`src/rtl/home_cell_read_ctrl.sv`:
```
// Read sequencer for the home-cell position RAM: walks addresses once per phase, two phases
// per reference batch, and emits phase/broadcast_done/ref flags aligned to the RAM read data.
module home_cell_read_ctrl #(
    parameter int NUM_NEIGHBOR_CELLS = 13,
    parameter int NUM_FILTER         = 7,
    parameter int PARTICLE_ID_WIDTH  = 7
) (
    input  logic                                                 clk,
    input  logic                                                 rst,
    input  logic                                                 start,
    input  logic [PARTICLE_ID_WIDTH-1:0]                         ref_home_id,
    input  logic [(NUM_NEIGHBOR_CELLS+1)*PARTICLE_ID_WIDTH-1:0]  iter_limit,
    input  logic                                                 pause_reading,
    output logic [PARTICLE_ID_WIDTH-1:0]                         rd_addr,
    output logic                                                 rd_en,
    output logic                                                 phase,
    output logic [NUM_NEIGHBOR_CELLS:0]                          broadcast_done,
    output logic                                                 ref_not_read_yet,
    output logic                                                 busy,
    output logic                                                 iter_done
);

    // state | meaning
    // IDLE  | waiting for start, inputs not sampled
    // PH0   | reading addresses for filter slots 0..NUM_FILTER-1
    // PH1   | reading addresses for filter slots NUM_FILTER..2*NUM_FILTER-1
    // DRAIN | last aligned data on the outputs, iter_done pulses

    localparam int W         = PARTICLE_ID_WIDTH;
    localparam int NUM_SLOTS = NUM_NEIGHBOR_CELLS + 1;
    localparam logic [W-1:0] ADDR_ONE = W'(1);

    typedef enum logic [1:0] {
        IDLE  = 2'd0,
        PH0   = 2'd1,
        PH1   = 2'd2,
        DRAIN = 2'd3
    } state_t;

    state_t         state;
    logic [W-1:0]   limit_q [NUM_SLOTS];
    logic [W-1:0]   len0_q;
    logic [W-1:0]   len1_q;
    logic [W-1:0]   ref_id_q;

    logic [W-1:0]   len0_in;
    logic [W-1:0]   len1_in;
    logic [W-1:0]   cur_len;
    logic           last_read;
    logic [NUM_SLOTS-1:0] bd_next;

    // Phase lengths from the live inputs; only consumed on the start edge.
    always_comb begin
        len0_in = '0;
        len1_in = '0;
        for (int k = 0; k < NUM_SLOTS; k++) begin
            if (k < NUM_FILTER) begin
                if (iter_limit[k*W +: W] > len0_in)
                    len0_in = iter_limit[k*W +: W];
            end else begin
                if (iter_limit[k*W +: W] > len1_in)
                    len1_in = iter_limit[k*W +: W];
            end
        end
    end

    assign rd_en     = ((state == PH0) || (state == PH1)) && !pause_reading;
    assign cur_len   = (state == PH0) ? len0_q : len1_q;
    assign last_read = rd_en && (rd_addr == (cur_len - ADDR_ONE));

    // Slots of the inactive phase always report done.
    always_comb begin
        bd_next = '1;
        for (int k = 0; k < NUM_SLOTS; k++) begin
            if ((k < NUM_FILTER) == (state == PH0))
                bd_next[k] = (rd_addr >= limit_q[k]);
        end
    end

    always_ff @(posedge clk) begin
        if (rst) begin
            state            <= IDLE;
            rd_addr          <= '0;
            phase            <= 1'b0;
            broadcast_done   <= '1;
            ref_not_read_yet <= 1'b0;
            busy             <= 1'b0;
            iter_done        <= 1'b0;
            len0_q           <= '0;
            len1_q           <= '0;
            ref_id_q         <= '0;
            for (int k = 0; k < NUM_SLOTS; k++)
                limit_q[k] <= '0;
        end else begin
            iter_done <= 1'b0;

            if (rd_en) begin
                phase            <= (state == PH1);
                broadcast_done   <= bd_next;
                ref_not_read_yet <= (state == PH0) && (rd_addr <= ref_id_q);
            end else begin
                broadcast_done   <= '1;
                ref_not_read_yet <= 1'b0;
            end

            case (state)
                IDLE: begin
                    if (start) begin
                        len0_q   <= len0_in;
                        len1_q   <= len1_in;
                        ref_id_q <= ref_home_id;
                        for (int k = 0; k < NUM_SLOTS; k++)
                            limit_q[k] <= iter_limit[k*W +: W];
                        rd_addr <= '0;
                        busy    <= 1'b1;
                        if (len0_in != '0) begin
                            state <= PH0;
                        end else if (len1_in != '0) begin
                            state <= PH1;
                        end else begin
                            state     <= DRAIN;
                            iter_done <= 1'b1;
                        end
                    end
                end
                PH0: begin
                    if (last_read) begin
                        rd_addr <= '0;
                        if (len1_q != '0) begin
                            state <= PH1;
                        end else begin
                            state     <= DRAIN;
                            iter_done <= 1'b1;
                        end
                    end else if (rd_en) begin
                        rd_addr <= rd_addr + ADDR_ONE;
                    end
                end
                PH1: begin
                    if (last_read) begin
                        rd_addr   <= '0;
                        state     <= DRAIN;
                        iter_done <= 1'b1;
                    end else if (rd_en) begin
                        rd_addr <= rd_addr + ADDR_ONE;
                    end
                end
                DRAIN: begin
                    state <= IDLE;
                    busy  <= 1'b0;
                end
                default: begin
                    state <= IDLE;
                    busy  <= 1'b0;
                end
            endcase
        end
    end

endmodule

```
`config.mk`:
```
export PLATFORM = sky130hd
export DESIGN_NAME = home_cell_read_ctrl
export DESIGN_NICKNAME = d
export VERILOG_FILES = /design/src/rtl/home_cell_read_ctrl.sv
export SDC_FILE = /design/constraint.sdc
export NUM_CORES = 1
export LEC_CHECK = 0
export ABC_AREA = 1
export CAP_MARGIN = 20
export CORE_MARGIN = 8
export CORE_UTILIZATION = 45
export CTS_BUF_LIST = sky130_fd_sc_hd__clkbuf_4
export CTS_CLUSTER_DIAMETER = 50
export DETAILED_ROUTE_END_ITERATION = 12
export PLACE_DENSITY = 0.67
export SLEW_MARGIN = 20
export SYNTH_ARGS = -nofsm -noshare
export SYNTH_HDL_FRONTEND = slang
export SYNTH_SLANG_ARGS = --single-unit
```
`constraint.sdc`:
```
create_clock -name clk -period 12.91 [get_ports clk]
set_input_delay 2.582 -clock clk [delete_from_list [all_inputs] [get_ports clk]]
set_output_delay 2.582 -clock clk [all_outputs]
set_load 0.02 [all_outputs]
```
==> out/results.tsv <==
stage	metric	value	unit
outcome	outcome	finished clean	
global_route	first-pass GRT wire length	47.7	mm
global_route	initial antenna violation count	3	
placement	GPL Wtd Cong	0.910	
clock_tree	clk root buf	clkbuf_4	
timing	RSZ-0062 raised after global routing	no	
die	I/O pin total	135	
finish	most frequent cells in the layout	293 x inv_1, 279 x nand2_1, 191 x ha_1, 134 x nor2_1, 134 x clkdlybuf4s50_1	
die	Die Height	175	um
job	# Max-Cap Violations	0	
routing	Routed Wire Length	29.5	mm
critical_path	WP depth	57	
global_route	GRT Total Usage	19.3	%
die	full die area	30600	sq um
clock_tree	deepest clock path buffer count	2	
critical_path	CP endpoint kind	register	
timing	Final Hold Vio Count	0	
clock_tree	clock-pin transition on the worst setup and hold timing paths	0.14	ns
global_route	largest net degree at the start of global routing	80	
critical_path	CP max stage cell	clkdlybuf4s50_1	
critical_path	Startpoint Class	input port	
timing	final worst setup slack	1.66	ns
timing	Peak Freq	88.9	MHz
placement	pre-CTS WS	1.16	ns
routing	1st-pass router iterations	6	
power_and_ir_drop	Leak	6.85	nW
timing	Worst-Margin Slew	1.02	ns
clock_tree	CTS buffer count	17	
critical_path	Worst EP arrival	11.75	ns
power_and_ir_drop	power consumption	2.22	mW
power_and_ir_drop	PwrDens	166	nW/um^2
finish	Design Area, Final	13400	sq um
finish	final net count	1898	
routing	antenna viol nets, final	0	
synthesis	Mapped Cells	1458	
timing	fin crit share	87.2	%
die	Core ar.	25000	sq um
clock_tree	Clock Latency Late Sink	0.56	ns
placement	DP Wirelength	22.7	mm
critical_path	max incr delay on CP	0.49	ns
timing	TNS Setup	0	ns
clock_tree	Resize count post-CTS	0	
critical_path	R2R depth	13	
synthesis	YS warnings	0	
routing	wire per inst	15.2	um
finish	number of fill cells	2428	
die	Die Wd	175	um
placement	Placed Area	13100	sq um
critical_path	cell family with most CP delay	simple AND/OR/NAND/NOR gates	
placement	Port-buffer cells	134	
synthesis	sequential share of the synthesized area	34.3	%
timing	Final Skew	0.0282	ns
hold_path	Hold WC Path Type	register to register	
finish	Area Growth Syn to Fin	18.0	%
power_and_ir_drop	peak supply drop	0.0810	mV
routing	initial DRC count	520	
finish	leading cell type in the layout, fill and taps excluded	inv_1	
synthesis	Seq cells post-synth	146	
routing	Via density	5.00	
die	row cnt	58	
routing	vias	9704	
clock_tree	H-Tree Depth	4	
clock_tree	Setup Buffers After CTS	0	
critical_path	critical path data required time	13.41	ns
hold_path	WHS Path Cells	2	
die	Initial Utilization	45.5	%
critical_path	Most common cell on crit path	nand2_1	
finish	share of post-route cells with drive strength above 1	5.15	%
timing	Max Slew Vio Count	0	
clock_tree	CTS Sinks	146	
critical_path	Bufs and invs on worst path	10	
synthesis	Post-Syn Area	11400	sq um
routing	residual DRC count	0	
timing	Final setup viols	0	
timing	Rel. slew slack	32.0	%
critical_path	Worst Path Max Fanout	12	
clock_tree	hold_buf cts	0	
finish	fin util	53.7	%
synthesis	syn avg cell area	7.80	sq um
global_route	number of global-route vias before repair	9694	
clock_tree	CTS tree	built	
global_route	global route overflow	0	
synthesis	post-synth cell types	41	
synthesis	syn_nets	1758	
timing	fin crit period	11.25	ns
critical_path	crit path kind	input port to register	
==> registers in the layout (all words and copies together), names as in the netlist <==
register	cells
broadcast_done	14
busy	1
iter_done	1
len0_q	7
len1_q	7
limit_q	98
phase	1
rd_addr	7
ref_id_q	7
ref_not_read_yet	1
state	2
==> stage by stage <==
| stage | hold slack (ns) | cells |
|---|---|---|
| 5_1_grt | 0.514 | 1942 |
| 3_3_place_gp | 0.467 | 1909 |
| 6_report | 0.491 | 1942 |
| 2_1_floorplan | 0.451 | 1458 |
| 4_1_cts | 0.494 | 1941 |
| 3_5_place_dp | 0.472 | 1909 |
==> cells by family (layout without fill, tap and decap cells) <==
logic type / count (synthesis) / count (layout) / synth area share (%)
and+or+nand+nor: 586 / 586 / 22.8
buffers and inverters: 320 / 473 / 10.6
AOI/OAI and AO/OA: 205 / 205 / 10.5
adders and majority gates: 191 / 191 / 21.0
DFF: 146 / 146 / 34.3
xor gates and xnor gates: 10 / 10 / 0.771
other: 0 / 1 / 0
==> cell usage after synthesis (all sizes together) <==
cell	count	area (sq um)
or2	5	31.3
edfxtp	98	2940
clkinv	1	3.75
o22ai	3	18.8
o211ai	2	15.0
a2111oi	1	8.76
a21oi	66	338
and3	8	50.1
a211oi	4	30.0
buf	4	17.5
a21boi	10	75.1
o22a	1	8.76
o21bai	5	37.5
inv	295	1110
o21a	17	128
xor2	8	70.1
o2111ai	2	17.5
nand3b	6	45.0
and2	16	100
clkbuf	20	75.1
o21ai	77	385
nor4	4	25.0
nand3	88	445
nor3	2	10.0
dfxtp	48	961
nand2	299	1190
a21o	16	120
xnor2	2	17.5
ha	191	2390
nand4	21	171
a31o	1	8.76
nor2	137	522
==> path summary, 6_finish.rpt <==
kind	from	slack (ns)	to
worst max register to register	state[1]$_SDFFE_PP0P_	9.69	rd_addr[3]$_SDFFE_PP0P_
worst min register to register	ref_id_q[6]$_SDFFE_PP0P_	0.49	ref_id_q[6]$_SDFFE_PP0P_
worst min-delay path	ref_id_q[6]$_SDFFE_PP0P_	0.49	ref_id_q[6]$_SDFFE_PP0P_
worst max-delay path	iter_limit[55]	1.66	state[0]$_SDFFE_PP0P_
==> power breakdown <==
part	switching (mW)	internal [mW]	leakage, nW
registers	0.0363	0.612	1.44
clock network	0.186	0.116	0.143
logic	0.805	0.469	5.27
==> area by class of cell <==
| class | count | area [sq um] | share of cell area [%] |
|---|---|---|---|
| multi-input combinational | 992 | 6270 | 46.8 |
| sequential | 146 | 3900 | 29.1 |
| inverter | 296 | 1110 | 8.28 |
| tap | 330 | 413 | 3.08 |
| timing repair buffer | 145 | 1420 | 10.6 |
| clock inverter | 15 | 160 | 1.19 |
| clock buffer | 17 | 128 | 0.951 |
| antenna | 1 | 2.50 | 0.0187 |
==> routing by layer <==
layer	share of wire, %	GRT usage [%]	vias to the layer above
li1	-	-	5037
met1	45	23.4	4397
met5	0.092	0	-
met3	4.6	3.69	49
met2	48	33.8	217
met4	1.9	5.93	4
==> tightest hold or removal path, cell delays in order (launching register included) <==
cell     delay (ns)
dfxtp_1        0.33
inv_1          0.06
o21ai_0        0.07
Note: power is estimated with default switching activity, not from simulation.
